[config.mk]
export PLATFORM = sky130hd
export DESIGN_NAME = core_instr_port_flat
export DESIGN_NICKNAME = d
export VERILOG_FILES = /design/src/rtl/core_instr_port_if.sv /design/src/rtl/core_instr_port.sv /design/src/flat_wrapper.sv
export SDC_FILE = /design/constraint.sdc
export NUM_CORES = 1
export LEC_CHECK = 0
export CORE_MARGIN = 1.5
export CORE_UTILIZATION = 40
export CTS_CLUSTER_DIAMETER = 50
export DETAILED_ROUTE_END_ITERATION = 7
export PLACE_DENSITY = 0.69
export REMOVE_ABC_BUFFERS = 1
export SLEW_MARGIN = 20
export SYNTH_ARGS = -nofsm -noshare
export SYNTH_HDL_FRONTEND = slang
export SYNTH_SLANG_ARGS = --single-unit
[constraint.sdc]
create_clock -name s_clk -period 2.74 [get_ports s_clk]
set_input_delay 0.274 -clock s_clk [delete_from_list [all_inputs] [get_ports s_clk]]
set_output_delay 0.274 -clock s_clk [all_outputs]
set_load 0.02 [all_outputs]
[src/rtl/core_instr_port_if.sv]
// core_instr_port_if: core-side command/response handshake bundle.
//
// Handshake rule for both channels: a transfer happens on a rising s_clk edge
// where valid && ready are both high. The source holds its fields stable while
// valid is high and not yet accepted. Ready may be high without valid.
interface core_instr_port_if;
  logic        cmd_valid;
  logic        cmd_ready;
  logic [15:0] cmd_addr;
  logic [31:0] cmd_data;
  logic        rsp_valid;
  logic        rsp_ready;
  logic [15:0] rsp_addr;
  logic [31:0] rsp_data;

  // The instruction port is the command source and the response sink.
  modport master (
    output cmd_valid, cmd_addr, cmd_data, rsp_ready,
    input  cmd_ready, rsp_valid, rsp_addr, rsp_data
  );

  // The core is the command sink and the response source.
  modport slave (
    input  cmd_valid, cmd_addr, cmd_data, rsp_ready,
    output cmd_ready, rsp_valid, rsp_addr, rsp_data
  );
endinterface

[src/rtl/core_instr_port.sv]
// core_instr_port: terminal <-> core instruction bridge.
// A command FIFO captures terminal writes on the rising edge of wr. A response
// FIFO collects core responses and is popped on the rising edge of rd.
// Optional feature macro: CORE_INSTR_PORT_ECHO_EN (each accepted command also
// queues an echo response with addr bit 15 set).
module core_instr_port #(
  parameter int DEPTH = 4
) (
  input  logic                 s_clk,
  input  logic                 s_reset,
  input  logic                 wr,
  input  logic [63:0]          wr_instruction,
  output logic                 wr_busy,
  input  logic                 rd,
  output logic                 rd_valid,
  output logic [63:0]          rd_instruction,
  output logic                 cmd_overflow,
  core_instr_port_if.master    core
);

  localparam int AW = $clog2(DEPTH);
  localparam int CW = AW + 1;

  // Command FIFO state
  logic [47:0]   cmd_mem [DEPTH];
  logic [AW-1:0] cmd_wptr, cmd_rptr;
  logic [CW-1:0] cmd_count, cmd_count_nxt;
  logic          cmd_full, cmd_push, cmd_pop;

  // Response FIFO state
  logic [47:0]   rsp_mem [DEPTH];
  logic [AW-1:0] rsp_wptr, rsp_rptr;
  logic [CW-1:0] rsp_count;
  logic          rsp_full, rsp_push, rsp_pop, rsp_ready_int;
  logic [47:0]   rsp_push_data;

  // Edge detectors; reset to 1 so a level held across reset release is ignored
  logic wr_q, rd_q;
  logic wr_edge, rd_edge;

  assign wr_edge = wr & ~wr_q;
  assign rd_edge = rd & ~rd_q;

  // Register the terminal strobes for edge detection
  always_ff @(posedge s_clk) begin
    if (s_reset) begin
      wr_q <= 1'b1;
      rd_q <= 1'b1;
    end else begin
      wr_q <= wr;
      rd_q <= rd;
    end
  end

  // ---------------- command FIFO ----------------
  assign cmd_full       = (cmd_count == CW'(DEPTH));
  assign core.cmd_valid = (cmd_count != '0);
  assign cmd_pop        = core.cmd_valid & core.cmd_ready;
  // A capture while full is only accepted when the head leaves this cycle.
  assign cmd_push       = wr_edge & (~cmd_full | cmd_pop);

  assign core.cmd_addr = core.cmd_valid ? cmd_mem[cmd_rptr][15:0]  : 16'd0;
  assign core.cmd_data = core.cmd_valid ? cmd_mem[cmd_rptr][47:16] : 32'd0;

  // Next command count from push/pop combination
  always_comb begin
    cmd_count_nxt = cmd_count;
    case ({cmd_push, cmd_pop})
      2'b10:   cmd_count_nxt = cmd_count + CW'(1);
      2'b01:   cmd_count_nxt = cmd_count - CW'(1);
      default: cmd_count_nxt = cmd_count;
    endcase
  end

  // Command pointers, count, busy flag and sticky overflow
  always_ff @(posedge s_clk) begin
    if (s_reset) begin
      cmd_wptr     <= '0;
      cmd_rptr     <= '0;
      cmd_count    <= '0;
      wr_busy      <= 1'b0;
      cmd_overflow <= 1'b0;
    end else begin
      if (cmd_push) cmd_wptr <= cmd_wptr + AW'(1);
      if (cmd_pop)  cmd_rptr <= cmd_rptr + AW'(1);
      cmd_count <= cmd_count_nxt;
      wr_busy   <= (cmd_count_nxt == CW'(DEPTH));
      if (wr_edge && !cmd_push) cmd_overflow <= 1'b1;
    end
  end

  // Command storage: {data, addr}; bits [31:16] of the instruction are unused
  always_ff @(posedge s_clk) begin
    if (cmd_push) cmd_mem[cmd_wptr] <= {wr_instruction[63:32], wr_instruction[15:0]};
  end

  // ---------------- response FIFO ----------------
  assign rsp_full = (rsp_count == CW'(DEPTH));
  assign rd_valid = (rsp_count != '0);
  assign rsp_pop  = rd_edge & rd_valid;

`ifdef CORE_INSTR_PORT_ECHO_EN
  logic echo_push;
  // Echo wins over the core; dropped if the FIFO stays full this cycle.
  assign echo_push     = cmd_push & (~rsp_full | rsp_pop);
  assign rsp_ready_int = ~rsp_full & ~echo_push;
  assign rsp_push      = echo_push | (core.rsp_valid & rsp_ready_int);
  assign rsp_push_data = echo_push
                         ? {wr_instruction[63:32], wr_instruction[15:0] | 16'h8000}
                         : {core.rsp_data, core.rsp_addr};
`else
  assign rsp_ready_int = ~rsp_full;
  assign rsp_push      = core.rsp_valid & rsp_ready_int;
  assign rsp_push_data = {core.rsp_data, core.rsp_addr};
`endif

  assign core.rsp_ready = rsp_ready_int;

  assign rd_instruction = rd_valid
                          ? {rsp_mem[rsp_rptr][47:16], 16'd0, rsp_mem[rsp_rptr][15:0]}
                          : 64'd0;

  // Response pointers and count
  always_ff @(posedge s_clk) begin
    if (s_reset) begin
      rsp_wptr  <= '0;
      rsp_rptr  <= '0;
      rsp_count <= '0;
    end else begin
      if (rsp_push) rsp_wptr <= rsp_wptr + AW'(1);
      if (rsp_pop)  rsp_rptr <= rsp_rptr + AW'(1);
      case ({rsp_push, rsp_pop})
        2'b10:   rsp_count <= rsp_count + CW'(1);
        2'b01:   rsp_count <= rsp_count - CW'(1);
        default: rsp_count <= rsp_count;
      endcase
    end
  end

  // Response storage: {data, addr}
  always_ff @(posedge s_clk) begin
    if (rsp_push) rsp_mem[rsp_wptr] <= rsp_push_data;
  end

endmodule
[src/flat_wrapper.sv]
// flat-port wrapper written by rule: the top's interface ports become plain ports
module core_instr_port_flat 
#(
  parameter int DEPTH = 4
)
  (s_clk, s_reset, wr, wr_instruction, wr_busy, rd, rd_valid, rd_instruction, cmd_overflow, core_cmd_valid, core_cmd_addr, core_cmd_data, core_rsp_ready, core_cmd_ready, core_rsp_valid, core_rsp_addr, core_rsp_data);
  core_instr_port_if core_i ();
  input  logic s_clk;
  input  logic s_reset;
  input  logic wr;
  input  logic [63:0] wr_instruction;
  output logic wr_busy;
  input  logic rd;
  output logic rd_valid;
  output logic [63:0] rd_instruction;
  output logic cmd_overflow;
  output wire logic [$bits(core_i.cmd_valid)-1:0] core_cmd_valid;
  output wire logic [$bits(core_i.cmd_addr)-1:0] core_cmd_addr;
  output wire logic [$bits(core_i.cmd_data)-1:0] core_cmd_data;
  output wire logic [$bits(core_i.rsp_ready)-1:0] core_rsp_ready;
  input wire logic [$bits(core_i.cmd_ready)-1:0] core_cmd_ready;
  input wire logic [$bits(core_i.rsp_valid)-1:0] core_rsp_valid;
  input wire logic [$bits(core_i.rsp_addr)-1:0] core_rsp_addr;
  input wire logic [$bits(core_i.rsp_data)-1:0] core_rsp_data;
  assign core_cmd_valid = core_i.cmd_valid;
  assign core_cmd_addr = core_i.cmd_addr;
  assign core_cmd_data = core_i.cmd_data;
  assign core_rsp_ready = core_i.rsp_ready;
  assign core_i.cmd_ready = core_cmd_ready;
  assign core_i.rsp_valid = core_rsp_valid;
  assign core_i.rsp_addr = core_rsp_addr;
  assign core_i.rsp_data = core_rsp_data;
  core_instr_port #(.DEPTH(DEPTH)) u_core (.s_clk(s_clk), .s_reset(s_reset), .wr(wr), .wr_instruction(wr_instruction), .wr_busy(wr_busy), .rd(rd), .rd_valid(rd_valid), .rd_instruction(rd_instruction), .cmd_overflow(cmd_overflow), .core(core_i));
endmodule
# ---- After elaboration in Yosys (flattened, before gate mapping)
# Memory sizes are Yosys's and may differ from the RTL's. A register that Yosys moved wholly into a read port is not among the register bits.
# Cells that the tools add are included.
dict set report totals {
  register_bits 18
  mem_bits_rw 384
  in_bits 118
  output_inout_bits 117
  elab_cells 56
  n_memories 2
}
dict set report classes {
  addsub 8
  eq_ne 7
  mux 13
  n_bitwise 11
  n_reduce_logical 5
}
# memory depth word_bits rd rd_clocked_by_memory_dff write_ports line_no
set memory_table {}
lappend memory_table {u_core.cmd_mem 4 48 1 1 1 core_instr_port.sv:25} ;# logic [47:0] cmd_mem [DEPTH];
lappend memory_table {u_core.rsp_mem 4 48 1 1 1 core_instr_port.sv:31} ;# logic [47:0] rsp_mem [DEPTH];
# op count
set op_table {}
lappend op_table {{64-bit two-way mux} 1}
lappend op_table {{32-bit two-way mux} 1}
lappend op_table {{16-bit two-way mux} 1}
lappend op_table {{3-bit case mux with 2 select lines} 2}
lappend op_table {{3-bit == test (second input constant)} 3}
lappend op_table {{2-bit by 1-bit adder with 2-bit output (second input constant)} 4}
lappend op_table {{2-bit two-way mux} 4}
lappend op_table {{3-bit by 1-bit adder with 3-bit output (second input constant)} 2}
lappend op_table {{1-bit bitwise AND} 6}
lappend op_table {{3-bit nonzero test} 2}
lappend op_table {{3-bit by 1-bit subtractor with 3-bit output (second input constant)} 2}
lappend op_table {{2-bit by 1-bit == test with 1-bit output (second input constant)} 2}
lappend op_table {{2-bit == test (second input constant)} 2}
lappend op_table {{1-bit two-way mux} 4}
lappend op_table {{1-bit inverter} 4}
lappend op_table {{2-bit nonzero test} 1}
lappend op_table {{1-bit logical AND} 1}
lappend op_table {{1-bit logical NOT} 1}
lappend op_table {{1-bit bitwise OR} 1}

# ---- Longest topological paths before layout
# Gate-level depths: netlist of run 1.
dict set report logic_depth {
  word_depth 7
  depth_mapped 9
  mapped_depth_nobuf 9
}

# ---- Worst setup path before layout of run 1
# OpenSTA, ideal clock, no wires.
dict set report synth_path {
  kind {register to register}
  startpoint {register u_core.cmd_count[2]}
  endpoint {memory u_core.cmd_mem[1][0], enable pin}
  setup_time_ns 0.410
  t_arrival_ns 2.030
  required_ns 2.330
  path_slack_ns 0.300
  stages_incl_launch_ff 5
  path_buffers 1
  period_less_slack_ns 2.440
  path_cell_list {dfxtp_1 > buf_2 > nor4b_1 > nor2_1 > and2_1}
}
dict set report synth_via {
  elab_chain_len 6
  word_cells_on_any_way 8
  classes_between {eq/ne (1); mux (2); bitwise (4); reduce/logical (1)}
}
# item line_no
set synth_rtl {}
lappend synth_rtl {{start: declaration} core_instr_port.sv:27} ;# logic [CW-1:0] cmd_count, cmd_count_nxt;
lappend synth_rtl {{start signal: assignment} core_instr_port.sv:86} ;# cmd_count <= cmd_count_nxt;
lappend synth_rtl {{3-bit nonzero test or 3-bit == test (tied branches)} {core_instr_port.sv:57, core_instr_port.sv:56}}
lappend synth_rtl {{1-bit bitwise AND or 1-bit inverter (tied branches)} {core_instr_port.sv:58, core_instr_port.sv:60}}
lappend synth_rtl {{1-bit bitwise OR *} core_instr_port.sv:60} ;# assign cmd_push = wr_edge & (~cmd_full | cmd_pop);
lappend synth_rtl {{1-bit bitwise AND *} core_instr_port.sv:60}
lappend synth_rtl {{1-bit two-way mux *} core_instr_port.sv:94} ;# if (cmd_push) cmd_mem[cmd_wptr] <= {wr_instruction[63:32], wr_instruction[15:0]};
lappend synth_rtl {{1-bit two-way mux (implied by the code) *} core_instr_port.sv:94}
lappend synth_rtl {{end: declaration} core_instr_port.sv:25}
# Every way passes the cells marked *; elsewhere a longest branch is shown, timed or not.

# ---- Final worst setup path of run 1
dict set report layout_path {
  startpoint {register u_core.cmd_count[1]}
  endpoint {output core_cmd_addr[6]}
}
dict set report layout_via {
  elab_chain_len 2
}
# item line_no
set layout_rtl {}
lappend layout_rtl {{3-bit nonzero test} core_instr_port.sv:57} ;# assign core.cmd_valid = (cmd_count != '0);
lappend layout_rtl {{16-bit two-way mux} core_instr_port.sv:62} ;# assign core.cmd_addr = core.cmd_valid ? cmd_mem[cmd_rptr][15:0] : 16'd0;
lappend layout_rtl {{end: declaration} flat_wrapper.sv:18} ;# output wire logic [$bits(core_i.cmd_addr)-1:0] core_cmd_addr;
# No other way between the ends.

==> impl_results.md, run 1 <==
- Outcome: finished clean
- Row Count: 72
- Synthesized flop and latch total: 406
- Hold Worst Slack: 0.326 ns
- Mux cell area share after synthesis: 13.8%
- Multi-input logic area: approximately 3600 um^2
- Slew Limit Fails: 0
- Post-Synth XOR/XNOR Area: less than 1%
- Fillcell total: 3,171
- Detailed Place HPWL: between 15,000 and 20,000 um
- Actual slew at the worst max-slew pin: a little over 0.5 ns
- Area grow syn2layout: 26.2%
- Synth Area in Compound Gates: less than 1%
- Initial DRC Count: about 350
- Initial core utilization: 40.7%
- DRC Markers: 0
- HP Class: input port to flop
- Reg-to-Reg Start: u_core.rsp_count[2]
- Gpl congestion: around 0.71
- Peak supply drop: just over 0.0005 V
- Routed Antenna Nets: 0
- GR Util All Layers: between 10% and 20%
- Crit. Startpoint: u_core.cmd_count[1]
- Period utilization: ~95%
- Final setup viols: 0
- Max-cap violations: 0
- Max clock buf depth: 3
- Fmax: around 380 MHz
- Die Span Y: slightly above 200 um
- Slew Limit Headroom: around two thirds
- Vias per std cell: 4.93
- Mapped Area: 15,900 um^2
- Power per cell area: approximately 740 nW/um^2
- Top post-synthesis cells by area: edfxtp_1 73%, mux4_2 14%, dfxtp_1 2.8%
- Core Area: 38,900 um^2
- Ys async rst share: 0%
- Yosys top cell area share: 72.7%
- Finished layout cell area: about 20,000 um^2
- Post-Synthesis Cells: roughly 760
- Initial antenna violation count: 2
- # H-tree levels: 2
- Die width: between 200 and 250 um
- DR vias: roughly 7,600
- Reg2reg end: u_core.rsp_count[2]
- Min cycle time layout: roughly 2.6 ns
- Clock latency on the worst-skew pair: 0.57 ns
- Antenna diodes: 0
- Ys flop type: edfxtp_1
- CTS tree: built
- Root buf cell: clkbuf_16
- WHS Endpoint: u_core.cmd_mem[2][1]
- Syn avg cell area: around 21 um^2
- Sequential area share after synthesis: roughly three quarters
- First-pass GRT wire length: about 47,000 um
- Final hold vios: 0
- Clock Sinks: 406
- Crit start category: flop
- GRT Residual Overflow: 0
- CP arrival: roughly 2.3 ns
- Largest area contributor in the netlist: edfxtp_1
- DRT Pass-1 Iters: 5
- Clock Skew: approximately 0.015 ns
- WHS Path Cells: 1
- Syn. warnings: 0
- Reg area: roughly 12,000 um^2
- Avg WL per Cell: 19.6 um
- Largest net degree at the start of global routing: 54
- RSZ-0062 raised after global routing: false
- FF-to-FF path depth: 9
- Vias in the first global route: 8,263
- Hold Startpoint: wr_instruction[1]
- Post-Synth Simple-Gate Area: just under 6%
- CTS Hold Buffers Added: 0
- LEAKAGE: approximately 0.0070 uW
- Final setup margin: between 0.1 and 0.15 ns
- Crit Path Class: flop to output port
- Synth unique cells: 46
- Largest family of logic cells by synthesized area: multiplexers
- Clock buffer count from CTS: between 40 and 50
- Final Non-Filler Cells: 1,549
- # IOs: ~240
- WL final: between 30,000 and 40,000 um
- Port buffer count: around 200
- Critical Path Sink Type: output port
- Worst-path fanout max: 53
- Req. time, crit path: roughly 2.5 ns
- Post-Place Cells: about 1,500
- EDFF count, synth: 384
- Post-Synth Adder-Cell Area: less than 1%
- Pre-CTS setup slack: 0.225 ns
- Layout cell share with drive strength beyond 1: 20.2%
- Fin nets: 1,126
- Die Area: 40,800 um^2
- DP Area: roughly 19,000 um^2
- Clock-pin slew on the worst setup and hold paths: around 0.060 ns
- R2R Setup Slk: around 0.4 ns
[sequential cells by signal, summed over array words and instances, names as in the netlist, named ones only]
signal,count
u_core.cmd_count,3
u_core.cmd_mem,192
u_core.cmd_overflow,1
u_core.cmd_rptr,2
u_core.cmd_wptr,2
u_core.rd_q,1
u_core.rsp_count,3
u_core.rsp_mem,192
u_core.rsp_rptr,2
u_core.rsp_wptr,2
u_core.wr_busy,1
u_core.wr_q,1
[power breakdown]
group	leakage (uW)	total [uW]	switching [uW]	internal [uW]
clock	0.000648	5490	2340	3150
sequential	0.00368	7100	77.0	7020
combinational	0.00266	2280	1230	1050
[synthesized netlist by cell type (all sizes together) (2+ instances only)]
cell    instances
nor2b          30
nand2b          2
or2             2
o21ai           6
xor2            4
mux4           96
nand2           9
and2           53
xnor2           6
and3            5
clkbuf         15
or3             2
edfxtp        384
dfxtp          22
mux2            2
a21oi           6
nand3           2
nor3            2
and2b          19
fa              2
ha              9
buf            39
inv            11
nor2           18
[area by class of cell]
cell class,count,share of cell area (%)
Multi-Input combinational cell,303,17.8
Tap cell,518,3.24
Sequential cell,406,59.9
Clock inverter,22,0.851
Timing Repair Buffer,231,12.2
Clock buffer,58,5.87
Inverter,11,0.206
[cell usage in the layout (no fill, tap or decap), drive strengths merged, types with 4 or more instances in the layout]
cell type / instances
clkinv: 14
conb: 16
nor2b: 30
edfxtp: 384
dlygate4sd2: 79
o21ai: 6
nor2: 18
mux4: 96
dfxtp: 22
xor2: 4
and2b: 19
and3: 5
ha: 9
and2: 53
clkbuf: 58
buf: 29
xnor2: 6
a21oi: 6
nand2: 9
dlymetal6s2s: 16
clkdlybuf4s50: 107
inv: 16
[per-layer routing]
layer	wire length, um	vias to the layer above	track usage, %
met4	667	4	5.30
met3	3040	55	5.55
met5	25	-	0
met1	11800	3851	18.7
met2	14800	258	25.1
li1	-	3463	-
[timing repair]
action	4_1_cts	5_1_grt
endpoints found under the hold margin	0	0
setup buffers	1	0
endpoints found under the setup margin	83	16
gates resized for setup	83	16
[stage by stage]
stage | util (%) | total power (uW) | setup TNS [ns]
2_1_floorplan | - | 8520 | -46.25
3_3_place_gp | 48.0 | 9700 | 0
3_5_place_dp | 48.0 | 9730 | 0
4_1_cts | 51.3 | 15100 | -0.0245
5_1_grt | 51.4 | 15500 | 0
6_report | 51.4 | 14900 | 0
[critical path: stages, from the launching register on]
cell             delay, ns
dfxtp_1               0.37
or3_1                 0.43
buf_12                0.20
and2_1                0.20
clkdlybuf4s50_1       0.55
[worst max path at each step]
stage	endpoint	slack, ns	depth (start not counted)
after floorplan	rd_instruction[0]	-0.49	2
after global placement	u_core.rsp_count[2]	0.23	8
after detailed placement	u_core.rsp_count[2]	0.22	8
after CTS	core_cmd_data[9]	-0.01	4
after global routing	core_cmd_addr[6]	0.03	4
final	core_cmd_addr[6]	0.13	4
[kinds of logic (layout without fill, tap and decap cells)]
group | Yosys count | in the layout
compound gates | 19 | 19
xor+xnor | 10 | 10
fa+ha+maj | 11 | 11
buf+inv | 65 | 322
flops | 406 | 406
mux | 99 | 99
other cells | 1 | 16
simple gates | 148 | 148
Power figures use the tool's default switching activity.
==> run 2: changes to the inputs <==
==> constraint.sdc (replaced) <==
create_clock -name s_clk -period 2.8 [get_ports s_clk]
set_input_delay 0.28 -clock s_clk [delete_from_list [all_inputs] [get_ports s_clk]]
set_output_delay 0.28 -clock s_clk [all_outputs]
set_load 0.02 [all_outputs]
==> run 2 against run 1 <==
Compared with the run above: count of clock-buffer cells in the layout decreased by 3; sequential cell count is the same; worst setup slack worse by 0.044 ns; combinational power increased by 4%; register-to-register slack better by 0.03 ns; first-iteration DRC count down 3.1%.
==> impl_results.md, run 2 (synthesis results as in run 1) <==
- Outcome: finished clean
- Fmax: ~370 MHz
- Cells along the critical path: buf_12, mux4_2, and2_1, clkdlybuf4s50_1
- Routed Antenna Nets: 0
- Core Area: slightly below 40,000 um^2
- Largest net degree at the start of global routing: 52
- DR vias: ~7,700
- Multi-input logic area: about 3600 um^2
- DP Area: 18,600 um^2
- Max-cap violations: 0
- Clock latency on the worst-skew pair: between 0.5 and 0.6 ns
- Peak supply drop: around 0.00067 V
- CP arrival: roughly 2.4 ns
- Gpl congestion: approximately 0.73
- Min cycle time layout: about 2.7 ns
- Finished layout cell area: 20,100 um^2
- Area grow syn2layout: 27.1%
- Row Count: 72
- Root buf cell: clkbuf_16
- Slew Limit Headroom: a little under half
- Vias in the first global route: slightly above 8,000
- Setup TNS: 0 ns
- Crit Path Class: flop to output port
- Antenna diodes: 0
- Period utilization: between 90% and 100%
- Initial core utilization: 40.7%
- Clock Skew: roughly 0.014 ns
- GRT Residual Overflow: 0
- Biggest regs: u_core.cmd_mem x192, u_core.rsp_mem x192
- Die width: around 200 um
- Reg area: between 10,000 and 15,000 um^2
- Crit start category: flop
- Clock buffer count from CTS: 44
- Avg WL per Cell: 19.5 um
- Actual slew at the worst max-slew pin: about 0.8 ns
- First-pass GRT wire length: between 40,000 and 50,000 um
- Final hold vios: 0
- Die Area: ~41,000 um^2
- Crit-path slowest cell: clkdlybuf4s50_1
- Post-Place Cells: approximately 1,500
- Final setup margin: a little over 0.09 ns
- CTS Hold Buffers Added: 0
- Power per cell area: between 700 and 800 nW/um^2
- Req. time, crit path: approximately 2.5 ns
- # H-tree levels: 2
- Critical Path Sink Type: output port
- Hold Startpoint: wr
- Final setup viols: 0
- WL final: around 30,000 um
- DRC Markers: 0
- Slew Limit Fails: 0
- HP Class: input port to flop
- Detailed Place HPWL: 17,600 um
- Clock Sinks: roughly 410
- Initial antenna violation count: 2
- Pre-CTS setup slack: approximately 0.23 ns
- CP peak stage delay: ~0.54 ns
- Fin nets: between 1,000 and 1,500
- Final Non-Filler Cells: 1,548
- Most common library cell in the layout ignoring fill and taps: edfxtp_1
- Clock-pin slew on the worst setup and hold paths: about 0.060 ns
- GR Util All Layers: between 10% and 20%
- LEAKAGE: approximately 0.0069 uW
- Reg-to-Reg Start: u_core.rsp_count[2]
- CTS tree: built
- Fillcell total: around 3,100
- # IOs: 235
- Layout cell share with drive strength beyond 1: between 20% and 30%
- Commonest non-fill, non-tap cells in the layout: 384 x edfxtp_1, 165 x clkdlybuf4s50_1, 96 x mux4_2
- Initial DRC Count: around 340
- Worst-path fanout max: 12
- Final core utilization: between 50% and 60%
- Die Span Y: 202 um
- Port buffer count: 202
- Vias per std cell: a little under 5
- DRT Pass-1 Iters: 4
- Max clock buf depth: 3
==> run 2: cell count changes in the layout (fill, tap and decap cells not counted), sizes merged, moves of 2 or more <==
cell / delta
clkinv: +3
clkdlybuf4s50: +58
dlygate4sd2: -67
inv: -2
dlymetal6s2s: +9
clkbuf: -3
==> run 2: area by class of cell <==
type                            count  share of cell area [%]
Clock buffer                       55                    5.88
Clock inverter                     25                    1.02
Inverter                           11                   0.205
Multi-Input combinational cell    303                    17.7
Sequential cell                   406                    59.5
Tap cell                          518                    3.22
Timing Repair Buffer              230                    12.5
==> run 2: what timing repair did <==
action,4_1_cts,5_1_grt
gates resized for setup,18,26
setup buffers,1,4
setup endpoints to repair,26,31
==> run 2: worst paths after layout <==
check                         to  depth (start not counted)  slack [ns]
max            core_cmd_data[11]                          4        0.09
min                  u_core.wr_q                          2        0.35
max reg2reg  u_core.rsp_count[2]                          9        0.44
min reg2reg  u_core.cmd_overflow                          2        0.47
==> run 2: metrics by stage <==
stage | power (uW) | hold WS, ns
after floorplan | 8340 | 0.346
after global placement | 9500 | 0.458
after detailed placement | 9520 | 0.461
after CTS | 15000 | 0.316
after global routing | 15400 | 0.346
final | 14800 | 0.352
==> run 2: per-layer routing <==
layer / up-vias / part of all wire (%) / GRT usage, %
met2: 233 / 48 / 24.3
met1: 3953 / 41 / 18.5
met5: - / 0.037 / 0
met3: 42 / 9.0 / 5.37
met4: 2 / 2.0 / 4.80
li1: 3451 / - / -
==> run 2: power breakdown <==
| part | internal, uW | switching [uW] | total (uW) |
|---|---|---|---|
| clock | 3210 | 2270 | 5480 |
| combinational | 1180 | 1210 | 2380 |
| sequential | 6870 | 89.5 | 6960 |
==> run 2: critical path: cells and delay by family, from the launching register on <==
| kind | cells | cell delay, ns |
|---|---|---|
| buf+inv | 2 | 0.73 |
| mux | 1 | 0.51 |
| flops | 1 | 0.45 |
| simple gates | 1 | 0.18 |
==> run 3: changes to the inputs <==
--- a/config.mk
+++ b/config.mk
@@ -9,7 +9,7 @@
 export CORE_UTILIZATION = 40
 export CTS_CLUSTER_DIAMETER = 50
 export DETAILED_ROUTE_END_ITERATION = 7
-export PLACE_DENSITY = 0.69
+export PLACE_DENSITY = 0.73
 export REMOVE_ABC_BUFFERS = 1
 export SLEW_MARGIN = 20
 export SYNTH_ARGS = -nofsm -noshare
==> run 3 against run 2 <==
Compared with the run above: hold slack worse by 0.012 ns; largest power group unchanged; global-route usage is 0.60 points higher; combinational power hardly changed.
==> impl_results.md, run 3 (synthesis results as in run 1) <==
- Final core utilization: a little over 50%
- RSZ-0062 raised after global routing: false
- Outcome: finished clean
- Clock-pin slew on the worst setup and hold paths: around 0.060 ns
- CP peak stage delay: 0.55 ns
- Min cycle time layout: about 2.7 ns
- Met3 WL: a little under 3000 um
- Core Area: between 30,000 and 40,000 um^2
- Die Span Y: 202 um
- DRT Pass-1 Iters: 5
- Clock buffer count from CTS: 45
- Crit Path Class: flop to output port
- Vias per std cell: a little over 5
- Actual slew at the worst max-slew pin: 0.556 ns
- Die width: 202 um
- Gpl congestion: a little over 0.7
- Die Area: 40,800 um^2
- Area grow syn2layout: 26.9%
- Worst-path fanout max: 16
- Fmax: 368 MHz
- Initial antenna violation count: 4
- Crit-path slowest cell: clkdlybuf4s50_1
- Critical Path Sink Type: output port
- GRT Residual Overflow: 0
- Hold Worst Slack: approximately 0.34 ns
- DP Area: 18,700 um^2
- Root buf cell: clkbuf_16
- Layout cell share with drive strength beyond 1: about a fifth
- FF-to-FF path depth: 9
- Reg-to-Reg Start: u_core.rsp_count[2]
- WL met1: between 10,000 and 15,000 um
- Final setup viols: 0
- DRC Markers: 0
- Met2 wire length: 15,100 um
- HP Class: input port to flop
- Port buffer count: between 200 and 250
- Initial core utilization: about two fifths
- Slew Limit Headroom: between 60% and 70%
- Initial DRC Count: around 450
- Power per cell area: around 730 nW/um^2
- WHS Path Cells: 1
- CP arrival: 2.44 ns
- Clock Skew: between 0.01 and 0.015 ns
- Clock latency on the worst-skew pair: approximately 0.56 ns
- Biggest regs: u_core.cmd_mem x192, u_core.rsp_mem x192
- Row Count: just over 70
- Uppermost layer routed: met5
- Req. time, crit path: between 2 and 3 ns
- Clock Sinks: ~400
- Crit start category: flop
- WL final: 31,200 um
- Commonest non-fill, non-tap cells in the layout: 384 x edfxtp_1, 164 x clkdlybuf4s50_1, 96 x mux4_2
- Max-cap violations: 0
- Slew Limit Fails: 0
- Detailed Place HPWL: approximately 19,000 um
- Peak supply drop: 0.000609 V
- # H-tree levels: 2
- Largest net degree at the start of global routing: 54
- GR Util All Layers: between 10% and 20%
- Cells along the critical path: buf_12, mux4_2, and2_1, clkdlybuf4s50_1
- Max clock buf depth: 3
- First-pass GRT wire length: 47,800 um
- Reg2reg end: u_core.rsp_count[2]
- Final hold vios: 0
- DR vias: around 7,800
- Hold Startpoint: wr_instruction[48]
- CTS Hold Buffers Added: 0
- Avg WL per Cell: between 20 and 25 um
- Fin nets: approximately 1,100
- Most common library cell in the layout ignoring fill and taps: edfxtp_1
- R2R Setup Slk: about 0.47 ns
- CTS tree: built
- Period utilization: 97.1%
- Routed Antenna Nets: 0
- Finished layout cell area: approximately 20,000 um^2
- Vias in the first global route: between 8,000 and 9,000
- WHS Endpoint: u_core.cmd_mem[1][32]
- LEAKAGE: between 0.006 and 0.007 uW
- # IOs: roughly 240
- Setup TNS: 0 ns
## run 3: cell type report
| class | instances | area (um^2) |
|---|---|---|
| fill | 3112 | 18800 |
| tap | 518 | 648 |
| clock inverter | 27 | 181 |
| sequential | 406 | 12000 |
| antenna | 3 | 7.51 |
| timing repair buffer | 233 | 2500 |
| clock buffer | 54 | 1200 |
| inverter | 11 | 41.3 |
| multi-input combinational | 303 | 3560 |
## run 3: power by group
part           internal, uW  switching, uW  total [uW]
Combinational          1140           1230        2370
Sequential             6870           76.7        6950
Clock                  3170           2290        5460
## run 3: timing repair
item	in CTS	in global routing
endpoints found under the setup margin	76	26
gates resized for setup	39	7
setup buffers	2	0
cloned	1	0
## run 3: layer usage
| layer | vias up | track usage, % |
|---|---|---|
| met5 | - | 0 |
| met4 | 6 | 5.01 |
| met3 | 50 | 4.64 |
| met2 | 308 | 25.0 |
| met1 | 3999 | 20.2 |
| li1 | 3477 | - |
## run 3: stage by stage
| step | cells | worst slack [ns] | total power, uW |
|---|---|---|---|
| after floorplan | 720 | -0.439 | 8340 |
| after global placement | 1468 | 0.309 | 9480 |
| after detailed placement | 1468 | 0.301 | 9510 |
| after CTS | 1552 | 0.00549 | 15000 |
| after global routing | 1552 | 0.00175 | 15300 |
| final | 1555 | 0.0814 | 14800 |
## run 3: critical path, delay by kind of cell (launching register included)
family        cells  cell delay (ns)
buf+inv           2             0.74
flops             1             0.40
mux               1             0.53
simple gates      1             0.19
## run 3: worst max-delay path by stage
stage | startpoint | to | slack, ns | cells past startpoint
floorplan | flop | rd_instruction[0] | -0.44 | 2
global route | flop | core_cmd_data[20] | 0.002 | 4
finish | flop | core_cmd_addr[9] | 0.08 | 4
global placement | rd | u_core.rsp_count[2] | 0.31 | 8
CTS | flop | rd_instruction[10] | 0.005 | 4
detailed placement | rd | u_core.rsp_count[2] | 0.30 | 8
